$ cat config.mk
export PLATFORM = sky130hd
export DESIGN_NAME = pit_bus_master_flat
export DESIGN_NICKNAME = d
export VERILOG_FILES = /design/src/rtl/pit_pkg.sv /design/src/rtl/pit_bus_master_if.sv /design/src/rtl/pit_bus_cycle.sv /design/src/rtl/pit_bus_master.sv /design/src/flat_wrapper.sv
export SDC_FILE = /design/constraint.sdc
export NUM_CORES = 1
export LEC_CHECK = 0
export BUFFER_PORTS_ARGS = -buffer_cell sky130_fd_sc_hd__buf_4
export CORE_MARGIN = 5
export CORE_UTILIZATION = 60
export DETAILED_ROUTE_END_ITERATION = 10
export HOLD_SLACK_MARGIN = 0.1
export PLACE_DENSITY_LB_ADDON = 0.3
export SYNTH_ARGS = -nofsm -noshare
export SYNTH_HDL_FRONTEND = slang
export SYNTH_SLANG_ARGS = --single-unit
$ cat constraint.sdc
create_clock -name clk -period 4.8 [get_ports clk]
set_clock_uncertainty 0.1 [all_clocks]
set_input_delay 0.48 -clock clk [delete_from_list [all_inputs] [get_ports clk]]
set_output_delay 0.48 -clock clk [all_outputs]
set_load 0.01 [all_outputs]
$ cat src/rtl/pit_pkg.sv
// Shared definitions for the 8253 PIT bus master: op encoding, FSM states,
// control-word layout and the per-byte access plan.
package pit_pkg;

  typedef enum logic [1:0] {
    OP_MODE   = 2'd0,
    OP_CFG    = 2'd1,
    OP_READ   = 2'd2,
    OP_RAW_WR = 2'd3
  } op_e;

  typedef enum logic [1:0] {
    M_IDLE,
    M_BYTE,
    M_RECOV,
    M_DONE
  } mst_state_e;

  typedef enum logic [1:0] {
    C_IDLE,
    C_SETUP,
    C_STROBE,
    C_HOLD
  } cyc_state_e;

  localparam logic [1:0] CTRL_ADDR = 2'd3;

  // Control word bit positions: SC1..SC0, RW1..RW0, M2..M0, BCD
  localparam int CW_SC_LSB  = 6;
  localparam int CW_RW_LSB  = 4;
  localparam int CW_M_LSB   = 1;
  localparam int CW_BCD_BIT = 0;

  localparam int CNT_W = 8;

  typedef struct packed {
    logic       rd;
    logic [1:0] addr;
    logic [7:0] wdata;
  } byte_op_t;

  function automatic logic [7:0] ctrl_word(logic [1:0] chan, logic [2:0] mode);
    logic [7:0] cw;
    cw                 = '0;
    cw[CW_SC_LSB +: 2] = chan;
    cw[CW_RW_LSB +: 2] = 2'b11;
    cw[CW_M_LSB +: 3]  = mode;
    cw[CW_BCD_BIT]     = 1'b0;
    return cw;
  endfunction

  function automatic logic [7:0] latch_cmd(logic [1:0] chan);
    logic [7:0] cw;
    cw                 = '0;
    cw[CW_SC_LSB +: 2] = chan;
    return cw;
  endfunction

  function automatic logic [1:0] byte_count(op_e op);
    return (op == OP_CFG || op == OP_READ) ? 2'd3 : 2'd1;
  endfunction

  // Only RAW_WR may address the control port directly.
  function automatic logic req_rejected(op_e op, logic [1:0] chan);
    return (op != OP_RAW_WR) && (chan == CTRL_ADDR);
  endfunction

  function automatic byte_op_t byte_plan(op_e op, logic [1:0] chan, logic [2:0] mode,
                                         logic [15:0] data, logic [1:0] idx);
    byte_op_t b;
    b = '{rd: 1'b0, addr: chan, wdata: data[7:0]};
    case (op)
      OP_MODE: b = '{rd: 1'b0, addr: CTRL_ADDR, wdata: ctrl_word(chan, mode)};
      OP_CFG: begin
        if (idx == 2'd0)      b = '{rd: 1'b0, addr: CTRL_ADDR, wdata: ctrl_word(chan, mode)};
        else if (idx == 2'd1) b = '{rd: 1'b0, addr: chan, wdata: data[7:0]};
        else                  b = '{rd: 1'b0, addr: chan, wdata: data[15:8]};
      end
      OP_READ: begin
        if (idx == 2'd0) b = '{rd: 1'b0, addr: CTRL_ADDR, wdata: latch_cmd(chan)};
        else             b = '{rd: 1'b1, addr: chan, wdata: 8'h00};
      end
      default: b = '{rd: 1'b0, addr: chan, wdata: data[7:0]};
    endcase
    return b;
  endfunction

endpackage

$ cat src/rtl/pit_bus_master_if.sv
// Host request/response handshake plus the 8253 bus pins, grouped so the
// master and its environment connect through one bundle.
interface pit_bus_master_if;
  logic        req_valid;
  logic        req_ready;
  logic [1:0]  req_op;
  logic [1:0]  req_chan;
  logic [2:0]  req_mode;
  logic [15:0] req_data;
  logic        rsp_valid;
  logic [15:0] rsp_data;
  logic        rsp_err;
  logic        cs_n;
  logic        rd_n;
  logic        wr_n;
  logic        a1;
  logic        a0;
  logic [7:0]  d_out;
  logic        d_oe;
  logic [7:0]  d_in;

  modport master (
    input  req_valid, req_op, req_chan, req_mode, req_data, d_in,
    output req_ready, rsp_valid, rsp_data, rsp_err,
           cs_n, rd_n, wr_n, a1, a0, d_out, d_oe
  );

  modport slave (
    output req_valid, req_op, req_chan, req_mode, req_data, d_in,
    input  req_ready, rsp_valid, rsp_data, rsp_err,
           cs_n, rd_n, wr_n, a1, a0, d_out, d_oe
  );
endinterface

$ cat src/rtl/pit_bus_cycle.sv
// Sequences one 8253 byte access: SETUP, STROBE, HOLD, sampling read data
// on the final strobe clock. 'last' flags the final HOLD clock.
module pit_bus_cycle
  import pit_pkg::*;
#(
  parameter int T_SU  = 1,
  parameter int T_STB = 2,
  parameter int T_HLD = 1
) (
  input  logic       clk,
  input  logic       rst,
  input  logic       start,
  input  byte_op_t   op,
  input  logic [7:0] d_in,
  output logic       last,
  output logic [7:0] rdata,
  output logic       cs_n,
  output logic       rd_n,
  output logic       wr_n,
  output logic       a1,
  output logic       a0,
  output logic [7:0] d_out,
  output logic       d_oe
);

  cyc_state_e       state_q, state_d;
  logic [CNT_W-1:0] cnt_q, cnt_d;
  byte_op_t         op_q;
  logic             active;

  // NOTE: sequential state uses non-blocking assignments only, so every
  // register sees the pre-edge values of the others.
  always_ff @(posedge clk) begin
    if (rst) begin
      state_q <= C_IDLE;
      cnt_q   <= '0;
      op_q    <= '0;
      rdata   <= '0;
    end else begin
      state_q <= state_d;
      cnt_q   <= cnt_d;
      if (start) op_q <= op;
      if (state_q == C_STROBE && cnt_q == CNT_W'(T_STB - 1) && op_q.rd) rdata <= d_in;
    end
  end

  // NOTE: every output of this block gets a default first, so no path can
  // leave a variable unassigned and infer a latch.
  always_comb begin
    state_d = state_q;
    cnt_d   = cnt_q + CNT_W'(1);
    last    = 1'b0;
    unique case (state_q)
      C_IDLE: begin
        cnt_d = '0;
        if (start) state_d = C_SETUP;
      end
      C_SETUP: begin
        if (cnt_q == CNT_W'(T_SU - 1)) begin
          state_d = C_STROBE;
          cnt_d   = '0;
        end
      end
      C_STROBE: begin
        if (cnt_q == CNT_W'(T_STB - 1)) begin
          state_d = C_HOLD;
          cnt_d   = '0;
        end
      end
      C_HOLD: begin
        if (cnt_q == CNT_W'(T_HLD - 1)) begin
          state_d = C_IDLE;
          cnt_d   = '0;
          last    = 1'b1;
        end
      end
      default: begin
        state_d = C_IDLE;
        cnt_d   = '0;
      end
    endcase
  end

  assign active    = (state_q != C_IDLE);
  assign cs_n      = !active;
  assign rd_n      = !(state_q == C_STROBE && op_q.rd);
  assign wr_n      = !(state_q == C_STROBE && !op_q.rd);
  assign d_oe      = active && !op_q.rd;
  assign d_out     = d_oe ? op_q.wdata : 8'h00;
  assign {a1, a0}  = active ? op_q.addr : 2'b00;

endmodule

$ cat src/rtl/pit_bus_master.sv
// 8253 PIT bus master: accepts one host request at a time, expands it into
// byte accesses separated by cs_n recovery, and returns a one-clock response.
module pit_bus_master
  import pit_pkg::*;
#(
  parameter int T_SU  = 1,
  parameter int T_STB = 2,
  parameter int T_HLD = 1,
  parameter int T_REC = 1
) (
  input logic               clk,
  input logic               rst,
  pit_bus_master_if.master  bus
);

  mst_state_e       state_q, state_d;
  op_e              op_q, req_op;
  logic [1:0]       chan_q;
  logic [2:0]       mode_q;
  logic [15:0]      data_q;
  logic [1:0]       idx_q, idx_d;
  logic [CNT_W-1:0] rec_q, rec_d;
  logic             err_q, err_d;
  logic [15:0]      rdata_q;
  logic             accept, reject, start, last;
  byte_op_t         plan;
  logic [7:0]       cyc_rdata;

  assign req_op        = op_e'(bus.req_op);
  assign bus.req_ready = (state_q == M_IDLE);
  assign accept        = bus.req_valid && (state_q == M_IDLE);
  assign reject        = req_rejected(req_op, bus.req_chan);

  // The first byte launches on the acceptance edge, straight from the request.
  assign plan = (state_q == M_IDLE)
              ? byte_plan(req_op, bus.req_chan, bus.req_mode, bus.req_data, 2'd0)
              : byte_plan(op_q, chan_q, mode_q, data_q, idx_q);

  always_ff @(posedge clk) begin
    if (rst) begin
      state_q <= M_IDLE;
      idx_q   <= '0;
      rec_q   <= '0;
      err_q   <= 1'b0;
      rdata_q <= '0;
    end else begin
      state_q <= state_d;
      idx_q   <= idx_d;
      rec_q   <= rec_d;
      err_q   <= err_d;
      if (accept) begin
        rdata_q <= '0;
      end else if (state_q == M_BYTE && last && plan.rd) begin
        if (idx_q == 2'd1) rdata_q[7:0]  <= cyc_rdata;
        else               rdata_q[15:8] <= cyc_rdata;
      end
    end
  end

  // NOTE: captured request fields carry no reset; they are read only after
  // an acceptance has loaded them.
  always_ff @(posedge clk) begin
    if (accept) begin
      op_q   <= req_op;
      chan_q <= bus.req_chan;
      mode_q <= bus.req_mode;
      data_q <= bus.req_data;
    end
  end

  always_comb begin
    state_d = state_q;
    idx_d   = idx_q;
    rec_d   = rec_q;
    err_d   = err_q;
    start   = 1'b0;
    unique case (state_q)
      M_IDLE: begin
        if (accept) begin
          idx_d = 2'd0;
          err_d = reject;
          if (reject) begin
            state_d = M_DONE;
          end else begin
            state_d = M_BYTE;
            start   = 1'b1;
          end
        end
      end
      M_BYTE: begin
        if (last) begin
          if (idx_q == byte_count(op_q) - 2'd1) begin
            state_d = M_DONE;
          end else begin
            state_d = M_RECOV;
            idx_d   = idx_q + 2'd1;
            rec_d   = '0;
          end
        end
      end
      M_RECOV: begin
        if (rec_q == CNT_W'(T_REC - 1)) begin
          state_d = M_BYTE;
          start   = 1'b1;
        end else begin
          rec_d = rec_q + CNT_W'(1);
        end
      end
      M_DONE:  state_d = M_IDLE;
      default: state_d = M_IDLE;
    endcase
  end

  assign bus.rsp_valid = (state_q == M_DONE);
  assign bus.rsp_err   = (state_q == M_DONE) && err_q;
  assign bus.rsp_data  = (state_q == M_DONE) ? rdata_q : 16'h0000;

  pit_bus_cycle #(
    .T_SU  (T_SU),
    .T_STB (T_STB),
    .T_HLD (T_HLD)
  ) u_cycle (
    .clk   (clk),
    .rst   (rst),
    .start (start),
    .op    (plan),
    .d_in  (bus.d_in),
    .last  (last),
    .rdata (cyc_rdata),
    .cs_n  (bus.cs_n),
    .rd_n  (bus.rd_n),
    .wr_n  (bus.wr_n),
    .a1    (bus.a1),
    .a0    (bus.a0),
    .d_out (bus.d_out),
    .d_oe  (bus.d_oe)
  );

endmodule

$ cat src/flat_wrapper.sv
// flat-port wrapper written by rule: the top's interface ports become plain ports
module pit_bus_master_flat import pit_pkg::*;
#(
  parameter int T_SU  = 1,
  parameter int T_STB = 2,
  parameter int T_HLD = 1,
  parameter int T_REC = 1
)
  (clk, rst, bus_req_valid, bus_req_op, bus_req_chan, bus_req_mode, bus_req_data, bus_d_in, bus_req_ready, bus_rsp_valid, bus_rsp_data, bus_rsp_err, bus_cs_n, bus_rd_n, bus_wr_n, bus_a1, bus_a0, bus_d_out, bus_d_oe);
  pit_bus_master_if bus_i ();
  input logic clk;
  input logic rst;
  input wire logic [$bits(bus_i.req_valid)-1:0] bus_req_valid;
  input wire logic [$bits(bus_i.req_op)-1:0] bus_req_op;
  input wire logic [$bits(bus_i.req_chan)-1:0] bus_req_chan;
  input wire logic [$bits(bus_i.req_mode)-1:0] bus_req_mode;
  input wire logic [$bits(bus_i.req_data)-1:0] bus_req_data;
  input wire logic [$bits(bus_i.d_in)-1:0] bus_d_in;
  output wire logic [$bits(bus_i.req_ready)-1:0] bus_req_ready;
  output wire logic [$bits(bus_i.rsp_valid)-1:0] bus_rsp_valid;
  output wire logic [$bits(bus_i.rsp_data)-1:0] bus_rsp_data;
  output wire logic [$bits(bus_i.rsp_err)-1:0] bus_rsp_err;
  output wire logic [$bits(bus_i.cs_n)-1:0] bus_cs_n;
  output wire logic [$bits(bus_i.rd_n)-1:0] bus_rd_n;
  output wire logic [$bits(bus_i.wr_n)-1:0] bus_wr_n;
  output wire logic [$bits(bus_i.a1)-1:0] bus_a1;
  output wire logic [$bits(bus_i.a0)-1:0] bus_a0;
  output wire logic [$bits(bus_i.d_out)-1:0] bus_d_out;
  output wire logic [$bits(bus_i.d_oe)-1:0] bus_d_oe;
  assign bus_i.req_valid = bus_req_valid;
  assign bus_i.req_op = bus_req_op;
  assign bus_i.req_chan = bus_req_chan;
  assign bus_i.req_mode = bus_req_mode;
  assign bus_i.req_data = bus_req_data;
  assign bus_i.d_in = bus_d_in;
  assign bus_req_ready = bus_i.req_ready;
  assign bus_rsp_valid = bus_i.rsp_valid;
  assign bus_rsp_data = bus_i.rsp_data;
  assign bus_rsp_err = bus_i.rsp_err;
  assign bus_cs_n = bus_i.cs_n;
  assign bus_rd_n = bus_i.rd_n;
  assign bus_wr_n = bus_i.wr_n;
  assign bus_a1 = bus_i.a1;
  assign bus_a0 = bus_i.a0;
  assign bus_d_out = bus_i.d_out;
  assign bus_d_oe = bus_i.d_oe;
  pit_bus_master #(.T_SU(T_SU), .T_STB(T_STB), .T_HLD(T_HLD), .T_REC(T_REC)) u_core (.clk(clk), .rst(rst), .bus(bus_i));
endmodule
Word-level counts from Yosys, hierarchy flattened

Index checks and enable logic that the tools add are counted.

Bits in registers: 81
Input bits: 34
Output and inout port bits: 33
Word-level logic and storage cells: 118

$add $sub $neg: 4
Equal/unequal tests: 24
Mux-type cells: 38
Bitwise logic cells: 1
Reduce and logical (&&, ||, !) cells: 35

Operators by type and width:

| kind                                                   | count |
|---|---|
| two-way mux 8 bit                                      | 7 |
| case mux 11 bit (3 select lines)                       | 1 |
| two-way mux 2 bit                                      | 13 |
| case mux 8 bit (3 select lines)                        | 1 |
| two-way mux 11 bit                                     | 2 |
| case mux 10 bit (2 select lines)                       | 1 |
| adder 8 x 1 -> 8 bit (second input constant)           | 2 |
| zero test 8 bit                                        | 2 |
| two-way mux 16 bit                                     | 1 |
| case mux 2 bit (4 select lines)                        | 2 |
| case mux 8 bit (2 select lines)                        | 1 |
| equality test 2 bit (second input constant)            | 7 |
| inequality test 2 bit (second input constant)          | 6 |
| AND reduction 4 bit                                    | 3 |
| equality test 2 x 1 -> 1 bit (second input constant)   | 5 |
| logical AND 1 bit                                      | 10 |
| zero test 2 bit                                        | 5 |
| two-way mux 10 bit                                     | 1 |
| equality test 8 x 1 -> 1 bit (second input constant)   | 1 |
| inequality test 2 x 1 -> 1 bit (second input constant) | 4 |
| two-way mux 1 bit                                      | 6 |
| AND reduction 2 bit                                    | 3 |
| nonzero test 2 bit                                     | 3 |
| OR reduction 2 bit                                     | 3 |
| other kinds (9)                                        | 12 |

Longest topological paths before layout

Word-level depth: 8
Mapped depth: 8
Mapped depth without buffers: 7

Hierarchy

Synthesis repeated with hierarchy kept, for this count alone.

Cell total of the unflattened synthesis: 417
Area total of the unflattened synthesis: 4066.4 µm²

By module, submodules not included:

| module         | instances | cells each | area each (µm²) | seq. area each (µm²) |
|---|---|---|---|---|
| pit_bus_master | 1         | 282        | 2766.4          | 1271.2 |
| pit_bus_cycle  | 1         | 135        | 1300.0          | 580.6 |

Worst setup path before layout

Ideal clock, no wire load.

Path type: reg-to-reg
Start: register u_core.rec_q[0]
End: register u_core.u_cycle.op_q[4] in the netlist's numbering
Setup time: 0.070 ns
Arrival: 2.146 ns
Data required time: 4.630 ns
Path slack: 2.484 ns
Cell stages (with the launch flop): 9
Path buffers: 1
Clock period less this slack: 2.316 ns
Cells stage by stage: dfxtp_1 -> inv_1 -> ha_1 -> or4b_4 -> or4_4 -> a21o_2 -> buf_6 -> a311o_1 -> a21oi_1

Word-level cells in the longest chain between the ends: 3

RTL lines:

| what                            | line                  | RTL |
|---|---|---|
| start: declaration              | pit_bus_master.sv:22  | `logic [CNT_W-1:0] rec_q, rec_d;` |
| start signal: assignment        | pit_bus_master.sv:49  | `rec_q <= rec_d;` |
| zero test 8 bit                 | pit_bus_master.sv:102 | `if (rec_q == CNT_W'(T_REC - 1)) begin` |
| two-way mux 1 bit               | pit_bus_master.sv:102 |  |
| case mux 1 bit (2 select lines) | pit_bus_master.sv:77  | `unique case (state_q)` |
| end signal: assignment          | pit_bus_cycle.sv:42   | `if (start) op_q <= op;` |
| end: declaration                | pit_bus_cycle.sv:28   | `byte_op_t op_q;` |

No other way between the ends.
A chain may end at the register's enable or synchronous reset.

Worst setup path after layout

Start: register u_core.state_q[0]
End: register u_core.idx_q[1]

Word-level cells in the longest chain between the ends: 4
Elaborated cells between the ends (all ways): 9
Classes of those cells: eq/ne: 4; mux: 1; reduce/logical: 4

RTL lines:

| what                                            | line                 | RTL |
|---|---|---|
| start: declaration                              | pit_bus_master.sv:16 | `mst_state_e state_q, state_d;` |
| start signal: assignment                        | pit_bus_master.sv:47 | `state_q <= state_d;` |
| zero test 2 bit                                 | pit_bus_master.sv:31 | `assign accept = bus.req_valid && (state_q == M_IDLE);` |
| logical AND 1 bit                               | pit_bus_master.sv:31 |  |
| net u_core.accept                               | pit_bus_master.sv:25 | `logic accept, reject, start, last;` |
| inequality test 2 x 1 -> 1 bit (no source line) | --                   |  |
| AND reduction 4 bit (no source line)            | --                   |  |
| end signal: assignment                          | pit_bus_master.sv:48 | `idx_q <= idx_d;` |
| end: declaration                                | pit_bus_master.sv:21 | `logic [1:0] idx_q, idx_d;` |

The timed path passes the listed nets, and every way through them passes these cells.

==> results.toml <==
[global_routing]
grt.overflow.total = 0
grt_first_pass_wirelength_um = 14500
antenna_found_initial = 0
grt_pass1_vias = 2994
grt_use_total_pct = 21.7
grt_max_degree = 33

[critical_path]
r2r_start = "u_core.state_q[0]"
worstSetupPathType = "reg2reg"
crit_arrival_ns = 3.35
crit_path_start = "u_core.state_q[0]"
timing.rr.end = "u_core.idx_q[1]"
required_ns = 4.98
regToRegSetupSlack_ns = 1.64
endpoint = "u_core.idx_q[1]"
rr_worst_depth = 6
cp_max_fo = 29
crit_path_end_kind = "flop"
cp-start-kind = "flop"

[floorplanning]
dieArea_um2 = 8220
dieHeight_um = 90.7
initial_core_util_pct = 61.5
core_area_um2 = 6350
fp-row-count = 29
ioPinCount = 67
dieWidth_um = 90.7

[run]
maxCapViolations = 0

[synthesis]
yosysUniqueCellTypes = 58
yosys-top-cells-count = "58 x dfxtp_1, 57 x nor2_1, 27 x nand2_1"
synth_seq_cells = 81
synth_top_area_share_pct = 29.7
netlist_instances = 401
yosysTopAreaCell = "dfxtp_1"
syn_nets = 451
syn_area_um2 = 3900
synth_edf_count = 23
synthFlopType = "dfxtp_1"
yosys-top-cells-area = "dfxtp_1 30%, edfxtp_1 18%, mux2i_1 6.7%, nor2_1 5.5%, ha_1 5.1%"
synth.avg_cell_area_um2 = 9.74
async_flop_share_pct = 0
ys_seq_area_share_pct = 47.4
yosysWarningCount = 0
synth.most_common_cell = "dfxtp_1"

[status]
run_status = "finished, final reports clean"

[detailed_routing]
vias = 3095
highest_layer = "met4"
dr_wl_met2_um = 4180
wl_met1_um = 3870
finalWirelength_um = 8760
drtPass1Iterations = 5
met3_length_um = 546
wire_per_inst_um = 16.2
first_iter_violations = 194
routed_via_density = 5.72
ant_nets = 0
drc = 0

[place]
dp_cells = 525
place.gp.congestion = 0.873
io_buffers = 66
dp_hpwl_um = 6230

[power_and_ir_drop]
p_clk_share_pct = 31.2
power_mw = 1.58
p_leak_nw = 2.01
p_switching_uw = 452
pwr-share-seq_pct = 49.1
p_int_mw = 1.13
peakVddDrop_uv = 267
p_comb_share_pct = 19.7
switching_share_pct = 28.7
pwr_density_cell_nw_per_um2 = 344

[sta]
tightest_slew_ns = 0.936
period_minus_slack_ns = 3.16
period_share_pct = 65.9
setup_tns_ns = 0
max_slew_margin_pct = 37.6
hold_ws_ns = 0.202
timing.fmax_mhz = 316
rsz0062_at_grt = "no"
final-setup-viol-count = 0
hold_violations = 0
final_max_slew_viol_count = 0

[final_layout]
fin_cells = 541
fin_nets = 509
num_antenna_cells = 0
fin_util_pct = 72.2
final_layout_size_suffix_gt1_share_pct = 20.9
final.fill_count = 477
synthToLayoutAreaGrowth_pct = 17.4

[clocking]
ctsResizeCount = 0
ctsLongestPathBuffers = 2
cts_tree = "built"
clockRootBuffer = "clkbuf_8"
cts.sinks = 81
cts_made_buffers = 9
clkTransAtPathRegs_ns = 0.08
post_cts_buffers = 0
hold_buffers = 0
cts.htree.levels = 3
clk_latency_ns = 0.36

[hold_path]
hold_class = "in2reg"
[registers in the layout (all words and copies together) (netlist names)]
| signal | count |
|---|---|
| u_core.u_cycle.rdata | 8 |
| u_core.op_q | 2 |
| u_core.mode_q | 3 |
| u_core.u_cycle.op_q | 11 |
| u_core.chan_q | 2 |
| u_core.u_cycle.state_q | 2 |
| u_core.rdata_q | 16 |
| u_core.rec_q | 8 |
| u_core.idx_q | 2 |
| u_core.data_q | 16 |
| u_core.u_cycle.cnt_q | 8 |
| u_core.state_q | 2 |
| u_core.err_q | 1 |
[worst max-delay path, cell delays in order, from the launching register on]
cell,delay (ns)
dfxtp_1,0.81
or2_2,0.28
clkinv_1,0.46
nand2_1,0.35
inv_1,0.46
or3_1,0.50
a21oi_1,0.12
[how the worst min path moves through the flow]
stage                           start                     end  cells after the start  slack [ns]
2_1_floorplan  u_core.u_cycle.op_q[6]  u_core.u_cycle.op_q[6]                      2        0.33
3_3_place_gp   u_core.u_cycle.op_q[8]  u_core.u_cycle.op_q[8]                      2        0.34
3_5_place_dp   u_core.u_cycle.op_q[2]  u_core.u_cycle.op_q[2]                      2        0.34
4_1_cts              bus_req_data[14]       u_core.data_q[14]                      1        0.19
5_1_grt              bus_req_data[15]       u_core.data_q[15]                      1        0.19
6_report             bus_req_data[14]       u_core.data_q[14]                      1        0.20
[metrics by stage]
step | instance area (µm²) | worst slack (ns)
after CTS | 4580 | 1.71
after floorplan | 3900 | 2.48
after global placement | 4380 | 1.89
final | 4580 | 1.64
after global routing | 4580 | 1.43
after detailed placement | 4380 | 1.74
[final cells by class]
type	instances	area (µm²)	area share, %
multi-input cells	279	1860	40.5
well taps	77	96.3	2.10
repair buffers	66	495	10.8
clock buffers	12	178	3.88
flip-flops and latches	81	1850	40.4
clock inverters	4	21.3	0.464
inverters	22	82.6	1.80
[routing by layer]
metal | global-route usage (%) | up-vias
li1 | - | 1520
met2 | 35.7 | 107
met3 | 4.42 | 14
met1 | 27.8 | 1454
met5 | 0 | -
met4 | 9.06 | 0
[power groups by stage]
stage	clock network [mW]	logic (mW)	registers (mW)
2_1_floorplan	0	0.206	0.775
3_3_place_gp	0	0.297	0.788
3_5_place_dp	0	0.310	0.791
4_1_cts	0.497	0.311	0.775
5_1_grt	0.527	0.343	0.781
6_report	0.493	0.310	0.775
[cell families after synthesis]
logic type / synth area share, %
and+or+nand+nor: 20.4
adders and majority gates: 5.13
muxes: 6.67
AOI/OAI and AO/OA: 12.5
xor gates and xnor gates: 2.92
buffers and inverters: 4.97
DFF: 47.4
[cell usage in the layout, fill, tap and decap left out, types with 5 or more instances in the layout]
cell type and count:
nand2_1 27, and2_1 12, dfxtp_1 58, nor2_1 57, clkbuf_8 9, nor2b_1 5, or3_1 5, mux2i_1 26
xor2_1 7, a22o_1 6, nand3_1 9, ha_1 16, edfxtp_1 23, a21oi_1 14, xnor2_1 6, buf_4 66
and3_1 21, inv_1 21
Note: power is estimated with default switching activity, not from simulation.
